$ cat src/rtl/sha_padder.sv
// sha_padder: streams message bytes into SHA-1/SHA-2 blocks and applies the
// standard padding: a single 0x80 byte, zero fill, then the message bit length
// in the last L bytes of the final block. A length field that does not fit
// behind the 0x80 byte goes into an extra block.
//
// Ports
//   clk, rst            rising-edge clock, asynchronous active-high reset
//   start, mode         begin a message (IDLE only); mode is latched here
//   in_valid/in_data/   byte input stream, big-endian order; in_last marks
//   in_last/in_ready    the final byte of the message
//   blk_valid/blk_ready block output handshake toward the hash engine
//   blk_new_msg         first block of a message
//   blk_mode            mode latched at start
//   blk_msg             padded block; byte k at [8*B-1-8k -: 8]
//   busy                high whenever the padder is not IDLE
//
// Handshake: a transfer happens on a rising clk edge where valid and ready
// are both 1. While valid is high the payload is held stable, and valid does
// not depend combinationally on ready.

package sha;
    typedef enum logic [2:0] {
        sha1       = 3'd0,
        sha224     = 3'd1,
        sha256     = 3'd2,
        sha384     = 3'd3,
        sha512     = 3'd4,
        sha512_224 = 3'd5,
        sha512_256 = 3'd6
    } mode_t;
endpackage

module sha_padder #(
    parameter int CNT_W = 61
) (
    input  logic          clk,
    input  logic          rst,
    input  logic          start,
    input  sha::mode_t    mode,
    input  logic          in_valid,
    input  logic [7:0]    in_data,
    input  logic          in_last,
    output logic          in_ready,
    output logic          blk_valid,
    output logic          blk_new_msg,
    output sha::mode_t    blk_mode,
    output logic [1023:0] blk_msg,
    input  logic          blk_ready,
    output logic          busy
);

    typedef enum logic [1:0] {
        IDLE = 2'd0,
        FILL = 2'd1,
        SEND = 2'd2,
        LEN  = 2'd3
    } state_t;

    state_t           state_q, state_d;
    sha::mode_t       mode_q, mode_d;
    logic [1023:0]    buf_q, buf_d;
    logic [6:0]       idx_q, idx_d;
    logic [CNT_W-1:0] cnt_q, cnt_d;
    logic             first_q, first_d;
    logic             final_q, final_d;
    logic             need_len_q, need_len_d;
    logic             pend80_q, pend80_d;

    logic             big;
    logic [6:0]       b_last;
    logic [6:0]       fit_max;
    logic [6:0]       pos;
    logic [CNT_W-1:0] cnt_inc;

    // Byte at stream position k lives at bit offset 8*(B-1-k); the caller
    // passes pos = B-1-k so this works for both block sizes.
    function automatic logic [1023:0] put_byte(input logic [1023:0] b,
                                               input logic [6:0]    p,
                                               input logic [7:0]    v);
        logic [1023:0] r;
        r = b;
        r[{p, 3'b000} +: 8] = v;
        return r;
    endfunction

    // The length field always ends at bit 0, so only its width differs.
    function automatic logic [1023:0] put_len(input logic [1023:0]    b,
                                              input logic             is_big,
                                              input logic [CNT_W-1:0] cnt);
        logic [1023:0] r;
        logic [127:0]  l;
        r = b;
        l = '0;
        l[CNT_W+2:0] = {cnt, 3'b000};
        if (is_big) begin
            r[127:0] = l;
        end else begin
            r[63:0] = l[63:0];
        end
        return r;
    endfunction

    always_comb begin
        big     = mode_q inside {sha::sha384, sha::sha512,
                                 sha::sha512_224, sha::sha512_256};
        b_last  = big ? 7'd127 : 7'd63;
        // Highest index for a last byte that still leaves room for 0x80
        // plus the full length field in the same block: B-2-L.
        fit_max = big ? 7'd110 : 7'd54;
        pos     = b_last - idx_q;
        cnt_inc = cnt_q + CNT_W'(1);
    end

    always_comb begin
        state_d    = state_q;
        mode_d     = mode_q;
        buf_d      = buf_q;
        idx_d      = idx_q;
        cnt_d      = cnt_q;
        first_d    = first_q;
        final_d    = final_q;
        need_len_d = need_len_q;
        pend80_d   = pend80_q;

        case (state_q)
            IDLE: begin
                if (start) begin
                    state_d    = FILL;
                    mode_d     = mode;
                    buf_d      = '0;
                    idx_d      = '0;
                    cnt_d      = '0;
                    first_d    = 1'b1;
                    final_d    = 1'b0;
                    need_len_d = 1'b0;
                    pend80_d   = 1'b0;
                end
            end
            FILL: begin
                if (in_valid) begin
                    buf_d = put_byte(buf_d, pos, in_data);
                    cnt_d = cnt_inc;
                    if (in_last) begin
                        state_d = SEND;
                        if (idx_q == b_last) begin
                            // No room for 0x80: it opens the extra block.
                            pend80_d   = 1'b1;
                            need_len_d = 1'b1;
                        end else begin
                            buf_d = put_byte(buf_d, pos - 7'd1, 8'h80);
                            if (idx_q <= fit_max) begin
                                buf_d   = put_len(buf_d, big, cnt_inc);
                                final_d = 1'b1;
                            end else begin
                                need_len_d = 1'b1;
                            end
                        end
                    end else if (idx_q == b_last) begin
                        state_d = SEND;
                    end else begin
                        idx_d = idx_q + 7'd1;
                    end
                end
            end
            SEND: begin
                if (blk_ready) begin
                    first_d = 1'b0;
                    if (final_q) begin
                        state_d = IDLE;
                        final_d = 1'b0;
                    end else if (need_len_q) begin
                        state_d = LEN;
                    end else begin
                        state_d = FILL;
                        buf_d   = '0;
                        idx_d   = '0;
                    end
                end
            end
            LEN: begin
                // cnt_q already holds the full message byte count here.
                buf_d = '0;
                if (pend80_q) begin
                    buf_d = put_byte(buf_d, b_last, 8'h80);
                end
                buf_d      = put_len(buf_d, big, cnt_q);
                final_d    = 1'b1;
                need_len_d = 1'b0;
                pend80_d   = 1'b0;
                state_d    = SEND;
            end
            default: begin
                state_d = IDLE;
            end
        endcase
    end

    always_ff @(posedge clk or posedge rst) begin
        if (rst) begin
            state_q    <= IDLE;
            mode_q     <= sha::sha1;
            buf_q      <= '0;
            idx_q      <= '0;
            cnt_q      <= '0;
            first_q    <= 1'b0;
            final_q    <= 1'b0;
            need_len_q <= 1'b0;
            pend80_q   <= 1'b0;
        end else begin
            state_q    <= state_d;
            mode_q     <= mode_d;
            buf_q      <= buf_d;
            idx_q      <= idx_d;
            cnt_q      <= cnt_d;
            first_q    <= first_d;
            final_q    <= final_d;
            need_len_q <= need_len_d;
            pend80_q   <= pend80_d;
        end
    end

    assign in_ready    = (state_q == FILL);
    assign blk_valid   = (state_q == SEND);
    assign blk_new_msg = (state_q == SEND) && first_q;
    assign blk_mode    = mode_q;
    assign blk_msg     = buf_q;
    assign busy        = (state_q != IDLE);

endmodule

$ cat config.mk
export PLATFORM = sky130hd
export DESIGN_NAME = sha_padder
export DESIGN_NICKNAME = d
export VERILOG_FILES = /design/src/rtl/sha_padder.sv
export SDC_FILE = /design/constraint.sdc
export NUM_CORES = 2
export LEC_CHECK = 0
export BUFFER_PORTS_ARGS = -buffer_cell sky130_fd_sc_hd__clkbuf_2
export CAP_MARGIN = 20
export CORE_AREA = 2 2 412 414
export CTS_CLUSTER_DIAMETER = 150
export DETAILED_ROUTE_END_ITERATION = 12
export DIE_AREA = 0 0 414 416
export SYNTH_ARGS = -nofsm -noshare
export SYNTH_HDL_FRONTEND = slang
export SYNTH_SLANG_ARGS = --single-unit
$ cat constraint.sdc
create_clock -name clk -period 39.2 [get_ports clk]
set_input_delay 7.84 -clock clk [delete_from_list [all_inputs] [get_ports clk]]
set_output_delay 7.84 -clock clk [all_outputs]
set_load 0.01 [all_outputs]
==> metrics.md <==
| Metric | Value |
|---|---|
| Status | `finished, final reports clean` |
| Vias in the first global route | `44,700` |
| DIE AREA | `172,000 um^2` |
| Synth top cells by count | `dfrtp_1, nand2_1, a22o_1, o21ai_0, nor2_1` |
| Post-synth EDFFs | `0` |
| Final Power | `3.61 mW` |
| First-pass iteration count of the detailed router | `9` |
| Initial antenna violation count | `11` |
| First-pass GRT wire length | `378,000 um` |
| Synth Register Bits | `1,101` |
| CTS root buf | `clkbuf_16` |
| Global Route Usage Sum | `30.9%` |
| Synth area leader | `dfrtp_1` |
| Clk sinks | `1,101` |
| Tcrit/Tclk final | `29.1%` |
| CORE AREA | `168,000 um^2` |
| Post-Synthesis Cells | `4,629` |
| Setup TNS | `0 ns` |
| CTS buffer count | `130` |
| Worst Setup Start Kind | `input port` |
| Setup CP Type | `in2reg` |
| Reg clk slew, reported paths | `0.06 ns` |
| Cell variety after synth | `88` |
| Ratio of cells with drive above 1 in the final layout | `26.3%` |
| Max-slew headroom at the worst pin | `15.9%` |
| Top_reg_cell synth | `dfrtp_1` |
| Worst path required time | `39.96 ns` |
| Postcts setup bufs | `0` |
| CP endpoint kind | `flip-flop` |
| Post-layout util | `36.5%` |
| H-tree depth | `4` |
| Max Clock Freq | `0.0876 GHz` |
| P&R area growth vs syn | `25.4%` |
| Antenna viol nets, final | `0` |
| Tightest Hold Check Type | `reg2reg` |
| CP Data Arrival Time | `12.17 ns` |
| Residual DRC count | `0` |
| Syn_nets | `4,655` |
| Post-Synthesis Cell Area | `48,900 um^2` |
| Chip Height | `416 um` |
| Via density | `6.02` |
| Min Tclk post-route | `11.41 ns` |
| IO Count | `1,048` |
| Top post-synthesis cells by area | `dfrtp_1, a22o_1, o2bb2ai_1` |
| Avg WL per Cell | `34.7 um` |
| Dpl hpwl | `202,000 um` |
| Sequential cell area | `27,600 um^2` |
| Die X | `414 um` |
| Async set-reset flop share out of synthesis | `100%` |
| CTS tree | `built` |
| Max clock buf depth | `3` |
| Filler cells | `16,900` |
| Yosys warnings | `0` |
| PD cells | `58.9 nW/um^2` |
| Net count, final | `5,649` |
| Wirelength, routed | `276,000 um` |
| Max Cap Viol | `0` |
| Max VDD drop | `0.0000628 V` |
| Clock latency on the worst-skew pair | `0.83 ns` |
| # port buffers | `1,047` |
| Count leader, synth | `dfrtp_1` |
| CTS resizes | `0` |
| Leakage | `28.3 nW` |
| Slew Limit Fails | `0` |
| Largest net degree at the start of global routing | `169` |
| Synthesized area per cell | `10.6 um^2` |
| Final hold vios | `0` |
| Cts-stage hold buffer count | `0` |
| Final setup fails | `0` |
| Worst Skew | `0.0317 ns` |
| Yosys top cell area share | `56.3%` |
| Post-synthesis sequential area ratio | `56.3%` |
| DR iter-0 viols | `6,385` |
| Gr ovfl total | `0` |
| Worst slew pin tran | `1.26 ns` |
| Multi-input gate area | `20,300 um^2` |
| GPL Wtd Cong | `0.939` |
| Crit Path Max Fanout | `73` |
| Row count | `151` |
| DR vias | `47,800` |
| RSZ-0062 raised after global routing | `no` |
| Initial Utilization | `29.1%` |
==> logic make-up after synthesis <==
logic type,synth area share [%]
buf+inv,2.83
compound gates,27.4
fa+ha+maj,0.230
flops,56.3
simple gates,12.4
xor+xnor,0.553
mux,0.281
==> layout make-up <==
type                       count  area share (%)
antenna                        4          0.0163
clock buffer                 178            5.96
clock inverter                48            1.12
inverter                      33           0.214
multi-input combinational   3182            33.0
sequential                  1101            44.9
tap                         2218            4.53
timing repair buffer        1175            10.2
==> sequential cells by signal (all words and copies together) (netlist names) <==
signal,count
final_q,1
state_q,2
idx_q,7
pend80_q,1
cnt_q,61
blk_msg,1024
first_q,1
need_len_q,1
blk_mode,3
==> final timing paths <==
| check | start | end | slack (ns) | cells after the start |
|---|---|---|---|---|
| setup / recovery | in_valid | blk_msg[561] | 27.79 | 8 |
| hold / removal | blk_msg[415] | blk_msg[415] | 0.48 | 2 |
| setup reg to reg | idx_q[0] | blk_msg[269] | 33.12 | 9 |
| hold reg to reg | blk_msg[415] | blk_msg[415] | 0.48 | 2 |
| max in group asynchronous | rst | blk_msg[770] | 28.18 | 6 |
| min in group asynchronous | rst | blk_msg[957] | 7.19 | 2 |
==> metal layers <==
layer | wire length (um) | GRT usage (%) | vias up
li1 | - | - | 19600
met1 | 109000 | 39.5 | 24300
met2 | 123000 | 47.2 | 3261
met3 | 28200 | 9.30 | 626
met4 | 16100 | 15.9 | 2
met5 | 7 | 0 | -
==> critical path, stage by stage <==
cell       delay, ns
clkbuf_2        0.19
and3_4          0.74
buf_4           0.59
buf_4           0.77
nand2_2         0.41
buf_4           0.37
a2111oi_2       0.78
a22o_1          0.23
==> power breakdown <==
part           internal, mW  switching (mW)  total [mW]
Combinational         0.194           0.967        1.16
Sequential             1.16          0.0246        1.18
Clock                 0.722           0.543        1.26
==> through the flow <==
| step | setup WS (ns) | cells | hold WS, ns | area, um^2 |
|---|---|---|---|---|
| after detailed placement | 27.16 | 7707 | 0.468 | 56900 |
| final | 27.79 | 7939 | 0.479 | 61300 |
| after floorplan | 0.360 | 4629 | 0.457 | 48900 |
| after CTS | 27.99 | 7933 | 0.481 | 61300 |
| after global routing | 27.59 | 7937 | 0.499 | 61300 |
| after global placement | 27.18 | 7700 | 0.464 | 56900 |
==> cell usage in the layout, fill, tap and decap left out, types with 64 or more instances in the layout <==
cell type	synthesis	final
nand2_1	532	526
clkbuf_2	0	1041
o21ai_1	102	102
nor2_1	327	322
a21oi_1	154	151
a22o_1	497	497
o21ai_0	364	361
o2bb2ai_1	247	247
a32o_1	106	106
o31ai_1	64	64
buf_4	7	125
nand3_1	118	117
clkbuf_16	0	132
a31oi_1	64	64
dfrtp_1	1101	1101
nor3_1	101	100
Note: power is estimated with default switching activity, not from simulation.
